`config.mk`:
```
export PLATFORM = sky130hd
export DESIGN_NAME = aiv_sync_locked_tracker
export DESIGN_NICKNAME = d
export VERILOG_FILES = /design/src/rtl/aiv_sync_locked_tracker.sv
export SDC_FILE = /design/constraint.sdc
export NUM_CORES = 1
export LEC_CHECK = 0
export BUFFER_PORTS_ARGS = -buffer_cell sky130_fd_sc_hd__buf_2
export CORE_ASPECT_RATIO = 0.6
export CORE_MARGIN = 10
export CORE_UTILIZATION = 60
export DETAILED_ROUTE_END_ITERATION = 7
export MAX_ROUTING_LAYER = met4
export PLACE_DENSITY_LB_ADDON = 0.2
export SLEW_MARGIN = 0
export SYNTH_ARGS = -nofsm -noshare
export SYNTH_HDL_FRONTEND = slang
export SYNTH_SLANG_ARGS = --single-unit
```
`constraint.sdc`:
```
create_clock -name clk -period 3.2 [get_ports clk]
set_input_delay 0.48 -clock clk [delete_from_list [all_inputs] [get_ports clk]]
set_output_delay 0.48 -clock clk [all_outputs]
set_load 0.01 [all_outputs]
```
`src/rtl/aiv_sync_locked_tracker.sv`:
```
// Video sync tracker: flywheel dot/line counters, hsync quality judging, lock FSM,
// and a registered active-region index generator.
module aiv_sync_locked_tracker #(
  parameter int H_TOTAL    = 864,
  parameter int V_TOTAL    = 312,
  parameter int H_START    = 72,
  parameter int H_ACTIVE   = 720,
  parameter int V_START    = 23,
  parameter int V_ACTIVE   = 288,
  parameter int INTERLACED = 1,
  parameter int TICK_PHASE = 0,
  parameter int H_TOL      = 2,
  parameter int LOCK_LINES = 8,
  parameter int MISS_LIMIT = 4,
  parameter int CW         = 10
) (
  input  logic          clk,
  input  logic          nReset,
  input  logic [2:0]    clkPhase,
  input  logic          hsync,
  input  logic          vsync,
  input  logic          isFieldOdd,
  output logic [CW-1:0] active_frame_dot,
  output logic [CW-1:0] active_frame_line,
  output logic          display_enable,
  output logic          frame_start_flag,
  output logic          line_start_flag,
  output logic          locked,
  output logic [7:0]    sync_err_count
);

  // state    | meaning
  // S_SEARCH | no phase reference; waiting for any hsync edge
  // S_VERIFY | counting consecutive good lines toward lock
  // S_LOCKED | outputs enabled; counting consecutive bad lines
  typedef enum logic [1:0] {
    S_SEARCH = 2'd0,
    S_VERIFY = 2'd1,
    S_LOCKED = 2'd2
  } state_t;

  localparam int GW = (LOCK_LINES < 1) ? 1 : $clog2(LOCK_LINES + 1);
  localparam int MW = (MISS_LIMIT < 1) ? 1 : $clog2(MISS_LIMIT + 1);

  state_t        r_state;
  logic          r_locked;
  logic [GW-1:0] r_good_cnt;
  logic [MW-1:0] r_miss_cnt;
  logic [7:0]    r_err_cnt;

  logic          r_hs_cur, r_hs_prev, r_vs_cur, r_vs_prev;
  logic          r_hs_pend, r_vs_pend;
  logic [CW-1:0] r_dot, r_line;
  logic          r_fly_pend;

  logic [CW-1:0] r_afd, r_afl;
  logic          r_de, r_fsf, r_lsf;

  logic          w_tick;
  logic          w_hs_edge, w_vs_edge, w_hs_evt, w_vs_evt;
  logic          w_dot_last, w_early, w_late, w_wrap;
  logic          w_hs_good, w_hs_bad, w_fly_bad;
  logic          w_line_adv, w_judge, w_good_line, w_bad_line;
  logic [CW:0]   w_dot_x, w_line_x;
  logic          w_h_act, w_v_act, w_active;
  logic [CW-1:0] w_afd, w_vrel, w_afl;

  assign w_tick    = (clkPhase == 3'(TICK_PHASE));
  assign w_hs_edge = r_hs_cur & ~r_hs_prev;
  assign w_vs_edge = r_vs_cur & ~r_vs_prev;
  assign w_hs_evt  = r_hs_pend | w_hs_edge;
  assign w_vs_evt  = r_vs_pend | w_vs_edge;

  assign w_dot_last = (r_dot == CW'(H_TOTAL - 1));
  assign w_early    = (r_dot >= CW'(H_TOTAL - 1 - H_TOL));
  // An edge shortly after a flywheel wrap is a late edge of the line just closed.
  assign w_late     = r_fly_pend && (r_dot < CW'(H_TOL));
  assign w_wrap     = !w_hs_evt && w_dot_last;
  assign w_hs_good  = w_hs_evt && (w_early || w_late);
  assign w_hs_bad   = w_hs_evt && !(w_early || w_late);
  assign w_fly_bad  = !w_hs_evt && r_fly_pend && (r_dot == CW'(H_TOL - 1));
  // The wrap already advanced the line, so a late edge only re-phases the dot.
  assign w_line_adv = (w_hs_evt && !w_late) || w_wrap;

  assign w_judge     = w_tick && (r_state != S_SEARCH);
  assign w_good_line = w_judge && w_hs_good;
  assign w_bad_line  = w_judge && (w_hs_bad || w_fly_bad);

  assign w_dot_x  = {1'b0, r_dot};
  assign w_line_x = {1'b0, r_line};
  assign w_h_act  = (w_dot_x >= (CW+1)'(H_START)) &&
                    (w_dot_x < (CW+1)'(H_START + H_ACTIVE));
  assign w_v_act  = (w_line_x >= (CW+1)'(V_START)) &&
                    (w_line_x < (CW+1)'(V_START + V_ACTIVE));
  assign w_active = w_h_act && w_v_act;

  assign w_afd  = r_dot - CW'(H_START);
  assign w_vrel = r_line - CW'(V_START);
  assign w_afl  = (INTERLACED != 0) ? {w_vrel[CW-2:0], isFieldOdd} : w_vrel;

  always_ff @(posedge clk) begin
    if (!nReset) begin
      r_hs_cur  <= 1'b0;
      r_hs_prev <= 1'b0;
      r_vs_cur  <= 1'b0;
      r_vs_prev <= 1'b0;
      r_hs_pend <= 1'b0;
      r_vs_pend <= 1'b0;
    end else begin
      r_hs_cur  <= hsync;
      r_hs_prev <= r_hs_cur;
      r_vs_cur  <= vsync;
      r_vs_prev <= r_vs_cur;
      if (w_tick)         r_hs_pend <= 1'b0;
      else if (w_hs_edge) r_hs_pend <= 1'b1;
      if (w_tick)         r_vs_pend <= 1'b0;
      else if (w_vs_edge) r_vs_pend <= 1'b1;
    end
  end

  always_ff @(posedge clk) begin
    if (!nReset) begin
      r_dot      <= '0;
      r_line     <= '0;
      r_fly_pend <= 1'b0;
    end else if (w_tick) begin
      if (w_hs_evt || w_dot_last) r_dot <= '0;
      else                        r_dot <= r_dot + 1'b1;

      if (w_vs_evt)
        r_line <= '0;
      else if (w_line_adv)
        r_line <= (r_line == CW'(V_TOTAL - 1)) ? '0 : r_line + 1'b1;

      if (w_hs_evt)       r_fly_pend <= 1'b0;
      else if (w_wrap)    r_fly_pend <= 1'b1;
      else if (w_fly_bad) r_fly_pend <= 1'b0;
    end
  end

  always_ff @(posedge clk) begin
    if (!nReset) begin
      r_state    <= S_SEARCH;
      r_locked   <= 1'b0;
      r_good_cnt <= '0;
      r_miss_cnt <= '0;
      r_err_cnt  <= '0;
    end else begin
      if (w_bad_line && (r_err_cnt != 8'hFF))
        r_err_cnt <= r_err_cnt + 1'b1;

      case (r_state)
        S_SEARCH: begin
          if (w_tick && w_hs_evt) begin
            r_state    <= S_VERIFY;
            r_good_cnt <= '0;
          end
        end
        S_VERIFY: begin
          if (w_bad_line) begin
            r_state <= S_SEARCH;
          end else if (w_good_line) begin
            r_good_cnt <= r_good_cnt + 1'b1;
            if (r_good_cnt == GW'(LOCK_LINES - 1)) begin
              r_state    <= S_LOCKED;
              r_locked   <= 1'b1;
              r_miss_cnt <= '0;
            end
          end
        end
        S_LOCKED: begin
          if (w_bad_line) begin
            r_miss_cnt <= r_miss_cnt + 1'b1;
            if (r_miss_cnt == MW'(MISS_LIMIT - 1)) begin
              r_state  <= S_SEARCH;
              r_locked <= 1'b0;
            end
          end else if (w_good_line) begin
            r_miss_cnt <= '0;
          end
        end
        default: begin
          r_state  <= S_SEARCH;
          r_locked <= 1'b0;
        end
      endcase
    end
  end

  // Outputs sample the pre-tick counters and lock state, giving one tick of latency.
  always_ff @(posedge clk) begin
    if (!nReset) begin
      r_de  <= 1'b0;
      r_afd <= '0;
      r_afl <= '0;
      r_lsf <= 1'b0;
      r_fsf <= 1'b0;
    end else if (w_tick) begin
      if (r_locked && w_active) begin
        r_de  <= 1'b1;
        r_afd <= w_afd;
        r_afl <= w_afl;
        r_lsf <= (w_afd == '0);
        r_fsf <= (w_afd == '0) && (w_vrel == '0) && (isFieldOdd || (INTERLACED == 0));
      end else begin
        r_de  <= 1'b0;
        r_afd <= '0;
        r_afl <= '0;
        r_lsf <= 1'b0;
        r_fsf <= 1'b0;
      end
    end
  end

  assign active_frame_dot  = r_afd;
  assign active_frame_line = r_afl;
  assign display_enable    = r_de;
  assign frame_start_flag  = r_fsf;
  assign line_start_flag   = r_lsf;
  assign locked            = r_locked;
  assign sync_err_count    = r_err_cnt;

endmodule

```
==> flow_summary.json <==
{
  "status": "completed",
  "via_count": 3071,
  "cts_made_buffers": 9,
  "post-route-period-util_pct": 74.8,
  "n_antenna_cell": 0,
  "r2r_slack_ns": 0.81,
  "nets": 449,
  "num_rows": 21,
  "yosysTopAreaCell": "dfxtp_1",
  "timing.fmax_mhz": 418,
  "first_iter_violations": 238,
  "skew_ns": 0.00608,
  "timing.rr.end": "frame_start_flag",
  "drv_slew": 0,
  "yosys-top-cells-count": "dfxtp_1, nor2_1, nand2_1",
  "fillers": 483,
  "cp.arrival_ns": 2.64,
  "wirelength_um": 7940,
  "track_usage_pct": 18.1,
  "root_buffer": "clkbuf_8",
  "yosysMostFrequentCell": "dfxtp_1",
  "hold_path_startpoint": "vsync",
  "syn_nets": 422,
  "whs_endpoint": "r_vs_cur",
  "totalPowerFinal_w": 0.00155,
  "clockBufferDepth": 2,
  "cp.required_ns": 3.44,
  "crit_top_cell": "nor2_1",
  "crit_path_end_kind": "flop",
  "syn_avg_cell_area_um2": 8.75,
  "synth.area.top_cells": "dfxtp_1, a22o_1, ha_1, nor2_1, nand2_1",
  "postCtsSetupBuffers": 0,
  "hold_class": "in -> reg",
  "synth_edf_count": 0,
  "worst_setup_path_start_kind": "flop",
  "cts.repair.resized": 0,
  "power.density_mw_per_mm2": 399,
  "cpPeakStageDelay_ns": 0.42,
  "path_max_fanout": 14,
  "htreeDepth": 3,
  "syn_area_mm2": 0.00351,
  "die_h_um": 79.2,
  "rr_startpoint": "r_line[1]",
  "vias_per_cell": 5.99,
  "leakage_nw": 1.54,
  "die_x_um": 119,
  "ys_seq_area_share_pct": 38.8,
  "grt_pass1_vias": 2889,
  "dp_hpwl_um": 5770,
  "drtPass1Iterations": 5,
  "worstMarginPinSlew_ns": 0.664,
  "tritoncts": "built",
  "wl_per_cell_um": 15.5,
  "maxSlewHeadroom_pct": 55.4,
  "path_class": "reg -> reg",
  "period_minus_slack_ns": 2.39,
  "gp_congestion": 0.866,
  "critical_path_buf_inv_count": 1,
  "grt_max_degree": 24,
  "numClockSinks": 68,
  "synthFlopType": "dfxtp_1",
  "synthArstFlopShare_pct": 0,
  "cp_cell_sequence": "ha_1 > nand2_1 > nor2_1 > nor2_1 > o21ai_0 > a211oi_2 > buf_4 > a32o_1",
  "ys_warn_count": 0,
  "cap_violations": 0,
  "ios": 40,
  "hold_depth": 2,
  "clkTransAtPathRegs_ns": 0.07,
  "setup_violations": 0,
  "rsz0062_at_grt": "false",
  "syn_inst": 401,
  "io_buffer_count": 39,
  "final-hold-violation-count": 0,
  "ys_types": 61,
  "syn_to_final_growth_pct": 10.4,
  "drtAntennaViolNets": 0,
  "gr-total-overflow": 0,
  "vdd_ir_drop_max_mv": 0.249,
  "whs_ns": 0.338,
  "ys_ff_latch": 68,
  "coreArea_mm2": 0.00562,
  "antenna_found_initial": 0,
  "synth_top_area_share_pct": 38.8,
  "ff2ff_path_depth": 8,
  "fin_tns_setup_ns": 0,
  "slowest_stage": "dfxtp_1",
  "drive_above_1_share_pct": 16.4,
  "drc": 0,
  "initial_core_util_pct": 62.4,
  "grt_pass1_wl_um": 13900,
  "cpLargestDelayFamily": "compound AO/OA/AOI/OAI gates",
  "cts_hold_buf": 0,
  "clock_latency_ns": 0.35,
  "die_area_mm2": 0.00941
}
==> flip-flops by register name (all words and copies together) (netlist names), 2 cells and up <==
| signal | count |
|---|---|
| r_good_cnt | 4 |
| r_miss_cnt | 3 |
| sync_err_count | 8 |
| r_line | 10 |
| active_frame_dot | 10 |
| r_dot | 10 |
| active_frame_line | 10 |
| r_state | 2 |
==> cell families after synthesis <==
kind of cell | after synthesis | synth area share, %
compound gates | 96 | 19.5
xor+xnor | 24 | 5.99
fa+ha+maj | 13 | 4.64
buf+inv | 42 | 5.42
flops | 68 | 38.8
mux | 3 | 0.856
simple gates | 155 | 24.8
==> worst max-delay path by stage <==
stage | from | endpoint | slack (ns) | cells after the start
finish | r_line[1] | frame_start_flag | 0.81 | 8
global route | r_dot[0] | r_good_cnt[1] | 0.57 | 8
CTS | r_line[0] | frame_start_flag | 0.83 | 8
detailed placement | clkPhase[1] | frame_start_flag | 0.66 | 7
global placement | clkPhase[1] | frame_start_flag | 0.73 | 7
floorplan | clkPhase[1] | sync_err_count[7] | 1.15 | 6
==> layer usage <==
| metal | track usage [%] | wire length (µm) | vias up |
|---|---|---|---|
| met5 | - | 0 | - |
| met4 | 5.70 | 91 | 0 |
| met3 | 5.30 | 507 | 9 |
| met2 | 28.0 | 3570 | 99 |
| met1 | 22.4 | 3760 | 1446 |
| li1 | - | - | 1517 |
==> worst reg2reg max path, stage by stage, from the launching register on <==
cell and delay, ns:
dfxtp_1 0.42, ha_1 0.34, nand2_1 0.26, nor2_1 0.19
nor2_1 0.05, o21ai_0 0.33, a211oi_2 0.21, buf_4 0.23
a32o_1 0.25
==> area by class of cell <==
class | instances | area (µm²) | share of cell area [%]
inverters | 15 | 56.3 | 1.45
repair buffers | 43 | 225 | 5.81
multi-input cells | 291 | 1960 | 50.6
well taps | 80 | 100 | 2.58
clock buffers | 12 | 145 | 3.75
clock inverters | 4 | 25.0 | 0.646
flip-flops and latches | 68 | 1360 | 35.1
==> layout by cell type (no fill, tap or decap), types with 6 or more instances in the layout <==
cell type / count
dfxtp_1: 68
buf_2: 39
nor2_1: 33
nand2_1: 32
a21oi_1: 20
a22o_1: 19
nand3_1: 18
inv_1: 15
ha_1: 13
xnor2_1: 12
xor2_1: 12
nand4_1: 11
o21ai_0: 11
clkbuf_8: 10
nor2b_1: 7
nor3_1: 7
or3_1: 6
==> stage by stage <==
stage | area [µm²] | util [%] | worst slack, ns | cells
after floorplan | 3510 | - | 1.15 | 401
final | 3870 | 68.9 | 0.805 | 513
after global routing | 3870 | 68.9 | 0.566 | 513
after detailed placement | 3700 | 65.9 | 0.662 | 497
after CTS | 3870 | 68.9 | 0.835 | 513
after global placement | 3700 | 65.9 | 0.725 | 497
==> power breakdown <==
| part | switching [W] | internal (W) | leakage, nW |
|---|---|---|---|
| Clock | 0.000320 | 0.000300 | 0.0824 |
| Sequential | 0.00000613 | 0.000852 | 0.549 |
| Combinational | 0.0000454 | 0.0000214 | 0.912 |
| Total | 0.000372 | 0.00117 | 1.54 |
Note: power is estimated with default switching activity, not from simulation.
